<file path="src/rtl/tdm_demux_4bit.sv">
// Four-channel TDM demultiplexer: sync-qualified framing with a slot counter, one
// registered output word per channel, and one-cycle update, frame and error strobes.
module tdm_demux_4bit #(
    parameter int unsigned WIDTH = 4
) (
    input  logic             clk,
    input  logic             rst,
    input  logic [WIDTH-1:0] din,
    input  logic             din_valid,
    input  logic             sync,
    output logic [WIDTH-1:0] ch0,
    output logic [WIDTH-1:0] ch1,
    output logic [WIDTH-1:0] ch2,
    output logic [WIDTH-1:0] ch3,
    output logic [3:0]       ch_valid,
    output logic             frame_done,
    output logic             sync_err
);

    typedef enum logic [0:0] {StIdle, StRun} state_t;

    state_t     state;
    logic [1:0] slot;

    always_ff @(posedge clk or posedge rst) begin
        if (rst) begin
            state      <= StIdle;
            slot       <= 2'd0;
            ch0        <= '0;
            ch1        <= '0;
            ch2        <= '0;
            ch3        <= '0;
            ch_valid   <= 4'b0000;
            frame_done <= 1'b0;
            sync_err   <= 1'b0;
        end else begin
            ch_valid   <= 4'b0000;
            frame_done <= 1'b0;
            sync_err   <= 1'b0;
            if (din_valid) begin
                unique case (state)
                    StIdle: begin
                        // Non-sync words are dropped silently until a frame start is seen.
                        if (sync) begin
                            ch0      <= din;
                            ch_valid <= 4'b0001;
                            slot     <= 2'd1;
                            state    <= StRun;
                        end
                    end
                    StRun: begin
                        if (sync) begin
                            // Sync mid-frame aborts the old frame; the word still starts a new one.
                            ch0      <= din;
                            ch_valid <= 4'b0001;
                            slot     <= 2'd1;
                            if (slot != 2'd0) begin
                                sync_err <= 1'b1;
                            end
                        end else if (slot == 2'd0) begin
                            sync_err <= 1'b1;
                            slot     <= 2'd0;
                            state    <= StIdle;
                        end else begin
                            case (slot)
                                2'd1:    ch1 <= din;
                                2'd2:    ch2 <= din;
                                default: ch3 <= din;
                            endcase
                            ch_valid <= 4'b0001 << slot;
                            if (slot == 2'd3) begin
                                frame_done <= 1'b1;
                            end
                            slot <= slot + 2'd1;
                        end
                    end
                    default: begin
                        state <= StIdle;
                        slot  <= 2'd0;
                    end
                endcase
            end
        end
    end

endmodule

</file>
<file path="config.mk">
export PLATFORM = sky130hd
export DESIGN_NAME = tdm_demux_4bit
export DESIGN_NICKNAME = d
export VERILOG_FILES = /design/src/rtl/tdm_demux_4bit.sv
export SDC_FILE = /design/constraint.sdc
export NUM_CORES = 1
export LEC_CHECK = 0
export ABC_CLOCK_PERIOD_IN_PS = 1400
export BUFFER_PORTS_ARGS = -buffer_cell sky130_fd_sc_hd__buf_2
export CAP_MARGIN = 5
export CORE_MARGIN = 2
export CORE_UTILIZATION = 25
export DETAILED_ROUTE_END_ITERATION = 8
export PLACE_DENSITY_LB_ADDON = 0.2
export SLEW_MARGIN = 20
export SYNTH_ARGS = -nofsm -noshare
export SYNTH_HDL_FRONTEND = slang
export SYNTH_SLANG_ARGS = --single-unit
</file>
<file path="constraint.sdc">
create_clock -name clk -period 1.4 [get_ports clk]
set_input_delay 0.07 -clock clk [delete_from_list [all_inputs] [get_ports clk]]
set_output_delay 0.07 -clock clk [all_outputs]
set_load 0.005 [all_outputs]
</file>
Yosys cells after proc, flatten, opt, wreduce, memory -nomap -nowiden
Index checks and enable logic that the tools add are counted.
Widths: inputs -> output; s select.
{"block": "word_totals", "ff_bits": 25, "word_cells": 51}
{"block": "op_classes", "n_addsub": 1, "eq_ne": 4, "n_shift": 1, "muxes": 24, "bitwise": 4, "n_reduce_logical": 8}
{"operator": "$mux 4", "n": 4}
{"operator": "$reduce_and 5->1", "n": 3}
{"operator": "$mux 1", "n": 14}
{"operator": "$pmux 4 s2", "n": 1}
{"operator": "$mux 2", "n": 3}
{"operator": "$eq 2x2->1 const B", "n": 2}
{"operator": "$not 1->1", "n": 4}
{"operator": "$pmux 2 s2", "n": 1}
{"operator": "$reduce_and 2->1", "n": 2}
{"operator": "$shl 1x2->4 const A", "n": 1}
{"operator": "$add 2x1->2 const B", "n": 1}
{"operator": "$eq 2x1->1 const B", "n": 1}
{"operator": "$logic_not 2->1", "n": 1}
{"operator": "$ne 2x2->1 const B", "n": 1}
{"operator": "$pmux 1 s2", "n": 1}
{"operator": "$reduce_bool 2->1", "n": 1}
{"operator": "$reduce_or 2->1", "n": 1}

Logic depth before layout (Yosys ltp)
{"block": "logic_depth", "word_depth": 6, "mapped_depth": 6}

Least setup slack after synthesis
No wires, ideal clock.
{"block": "synth_path", "path_type": "reg-to-reg", "startpoint": "register slot[1]", "endpoint": "register ch1[0]", "setup_time_ns": 0.125, "arrival_ns": 1.393, "slack_ns": -0.118, "stages_incl_launch_ff": 7, "path_buffers": 0, "period_less_slack_ns": 1.518, "path_cell_list": "dfrtp_1 -> inv_1 -> ha_1 -> inv_1 -> ha_1 -> nand4_4 -> mux2_2"}
{"block": "synth_via", "elab_chain_len": 3}
{"element": "from (decl)", "line_no": "23", "source": "logic [1:0] slot;"}
{"element": "from (signal assigned)", "line_no": "74", "source": "slot <= slot + 2'd1;"}
{"element": "$logic_not 2->1", "line_no": "60", "source": "end else if (slot == 2'd0) begin"}
{"element": "$not 1->1 (no source line)"}
{"element": "$reduce_and 5->1 (no source line) *"}
{"element": "to (signal assigned)", "line_no": "66", "source": "2'd1: ch1 <= din;"}
{"element": "to (decl)", "line_no": "12", "source": "output logic [WIDTH-1:0] ch1,"}
Every way passes the cells marked *; elsewhere a longest branch is shown, timed or not.
A chain may end at the register's enable or synchronous reset.

Worst setup path in the final report
{"block": "layout_path", "startpoint": "register slot[0]", "endpoint": "register ch1[0]"}
The elaborated chain is that of the path after synthesis.

==> key figures <==
Worst setup path
  • Worst r2r dst: ch1[0]$_DFFE_PP0P_
  • CP Class: reg2reg
  • Most repeated library cell on the critical path: ha_4
  • Cell depth of the worst flop-to-flop path: 6
  • WP data arrival: 1.57 ns
  • CP max FO: 4
  • CP required: 1.56 ns
  • Reg-to-Reg Start: slot[0]$_DFFE_PP0P_
  • Crit end category: flip-flop
  • Slowest cell on the critical path: dfrtp_1
  • Startpoint Class: flip-flop
  • Worst R2R Setup Slack: -0.01 ns
  • Crit-path cells: inv_2, ha_4, inv_4, ha_4, nand4_4, mux2_2
  • Crit-path max cell delay: 0.39 ns

Power
  • Pwr dens: 1810 nW/um^2
  • Static Leakage: 0.735 nW
  • Peak supply drop: 0.701 mV
  • Total Power: 0.00262 W

Placement
  • # port buffers: 29
  • Pre-CTS WS: -0.00556 ns
  • GP Congestion: 0.751
  • Post-DP HPWL: 1600 um

Clock network
  • Max clock buf depth: 2
  • Root buf cell: clkbuf_8
  • Sink Count: 24
  • CTS tree: built
  • Total CTS buffers: 3
  • Worst skew pair latency: 0.26 ns
  • Clock slew at reported path FFs: 0.09 ns
  • H-tree depth: 1

STA
  • Tcrit/Tclk final: 101%
  • Slew Viols, Final: 0
  • Worst slew margin: 70.6%
  • Endpoints failing setup: 4
  • Min cycle time layout: 1.41 ns
  • Peak Freq: 0.707 GHz
  • Clock Skew: 0.00189 ns
  • RSZ-0062 raised after global routing: yes
  • Hold Fails Final Rpt: 0
  • Setup_tns: -0.0339 ns
  • Slew @ Worst Pin: 0.441 ns
  • Final worst slack: -0.0145 ns

Synth
  • Sequential share of the synthesized area: 54.7%
  • Mapped Area: 1100 sq um
  • FF+latch count, synth: 24
  • Area share of the largest cell type after synthesis: 54.7%
  • Asr flop ratio synth: 100%
  • Synthesized net count: 91
  • Largest area contributor in the netlist: dfrtp_1
  • Top FF cell, synth: dfrtp_1
  • Unique masters post-synth: 19
  • Syn Area/Cell: 14.6 sq um
  • YS warnings: 0
  • Number of synthesized flops with an enable pin: 0
  • Mapped Cells: 75
  • Area contributors post-synth: dfrtp_1 55%, mux2_2 16%, ha_1 9.1%

Flow run
  • Max cap viols: 0

Final layout
  • ANT cells: 0
  • Number of fill cells in the layout: 449
  • Multi-input logic area: 475 sq um
  • Layout cells sized above 1: 58.9%
  • Seq. cell area: 601 sq um
  • Final nets: 129
  • Synthesis-to-finish area growth: 32.0%

GRT
  • Initial antenna violation count: 0
  • Tot GR Track Use: 9.90%
  • Number of global-route vias before repair: 753
  • Largest net degree at the start of global routing: 25
  • Total congestion overflow: 0
  • Global-route wire length before repair: 3760 um

Run status
  • Status: finished with violations
  • Failing checks: setup timing

Detailed routing
  • DRC: 0
  • 1st-iter DRT viols: 22
  • Routed length per instance: 13.6 um
  • DR vias/cell: 4.29
  • TritonRoute pass-1 iters: 2
  • Antenna-violating nets left: 0
  • Via Count: 703
  • Wirelength, routed: 2240 um

Die
  • Die area: 4940 sq um
  • Chip height: 70.3 um
  • Starting Density: 25.6%
  • # rows: 24
  • Core ar.: 4290 sq um
  • Die Span X: 70.3 um
  • Ports: 30

Worst hold path
  • Hold Path Sink: ch2[2]$_DFFE_PP0P_
  • Hold_sp: din[2]
  • Hold Path Cell Cnt: 2
  • Type of the worst min-delay path: in2reg
[worst max path at each step]
stage | start | end | slack [ns]
after detailed placement | slot[0]$_DFFE_PP0P_ | ch1[3]$_DFFE_PP0P_ | -0.006
after global routing | slot[0]$_DFFE_PP0P_ | ch1[2]$_DFFE_PP0P_ | -0.07
final | slot[0]$_DFFE_PP0P_ | ch1[0]$_DFFE_PP0P_ | -0.01
after floorplan | slot[0]$_DFFE_PP0P_ | ch1[0]$_DFFE_PP0P_ | -0.005
after global placement | slot[0]$_DFFE_PP0P_ | ch1[3]$_DFFE_PP0P_ | 0.006
after CTS | slot[0]$_DFFE_PP0P_ | ch1[3]$_DFFE_PP0P_ | -0.02
[where the power goes]
group | total, W | switching, W | internal [W] | leakage [nW]
clock network | 0.000606 | 0.000224 | 0.000382 | 0.0357
registers | 0.00109 | 0.000153 | 0.000935 | 0.297
logic | 0.000927 | 0.000377 | 0.000550 | 0.403
total | 0.00262 | 0.000755 | 0.00187 | 0.735
[synth_stat cells, drive strengths merged, types with 2 or more instances]
| cell type | count |
|---|---|
| nand4 | 2 |
| nand2 | 2 |
| ha | 8 |
| dfrtp | 24 |
| mux2 | 16 |
| buf | 4 |
| nor3b | 2 |
| inv | 7 |
[final cells by class]
cell class	count	share of cell area [%]
multi-input combinational	40	32.8
tap	52	4.49
clock inverter	1	2.07
inverter	7	1.99
sequential	24	41.5
clock buffer	3	2.85
timing repair buffer	37	14.3
[flip-flops by register name, indices dropped and copies added (netlist names)]
| name | flops |
|---|---|
| ch0 | 4 |
| ch1 | 4 |
| ch2 | 4 |
| ch3 | 4 |
| ch_valid | 4 |
| slot | 2 |
| state | 1 |
| sync_err | 1 |
[what timing repair did]
| item | CTS | global route |
|---|---|---|
| hold buffers | 1 | 0 |
| setup buffers | 1 | 1 |
| endpoints found under the setup margin | 5 | 12 |
| hold endpoints to repair | 24 | 0 |
| gates resized for setup | 0 | 5 |
[worst max-delay path: cells and delay by family, from the launching register on]
family	cells	cell delay, ns
adders and majority gates	2	0.31
buffers and inverters	2	0.12
DFF	1	0.39
muxes	1	0.34
and+or+nand+nor	1	0.13
[per-layer routing]
layer	share of wire, %	GRT usage, %	up-vias
li1	-	-	328
met1	44	12.2	347
met4	0.71	2.56	0
met3	6.8	3.32	2
met2	49	16.6	26
met5	0	0	-
[cell families (layout without fill, tap and decap cells)]
| kind of cell | Yosys count | count (layout) | synth area share, % |
|---|---|---|---|
| mux | 16 | 16 | 16.4 |
| buf+inv | 11 | 48 | 5.82 |
| compound gates | 4 | 4 | 2.74 |
| simple gates | 12 | 12 | 11.2 |
| fa+ha+maj | 8 | 8 | 9.12 |
| flops | 24 | 24 | 54.7 |
[cell usage in the layout, fill, tap and decap left out]
cell type      instances
buf_2                 29
dfrtp_1               24
mux2_2                12
buf_4                  7
ha_1                   5
mux2_4                 4
inv_1                  4
clkbuf_8               3
nand4_4                2
nand2_1                2
nor3b_1                2
inv_2                  2
ha_4                   2
a21oi_1                1
a31oi_1                1
nand4b_4               1
inv_4                  1
and3_1                 1
or2_2                  1
or3_1                  1
o311a_1                1
nand2b_1               1
or3b_1                 1
o221ai_1               1
ha_2                   1
bufinv_16              1
dlygate4sd3_1          1
[stage by stage]
| stage | cell area [sq um] | hold WS (ns) | std cells | util [%] |
|---|---|---|---|---|
| 2_1_floorplan | 1130 | 0.0846 | 75 | - |
| 3_3_place_gp | 1340 | 0.134 | 157 | 31.1 |
| 3_5_place_dp | 1340 | 0.138 | 157 | 31.1 |
| 4_1_cts | 1430 | 0.0720 | 163 | 33.2 |
| 5_1_grt | 1450 | 0.0786 | 164 | 33.7 |
| 6_report | 1450 | 0.0767 | 164 | 33.7 |
Power figures use the tool's default switching activity.
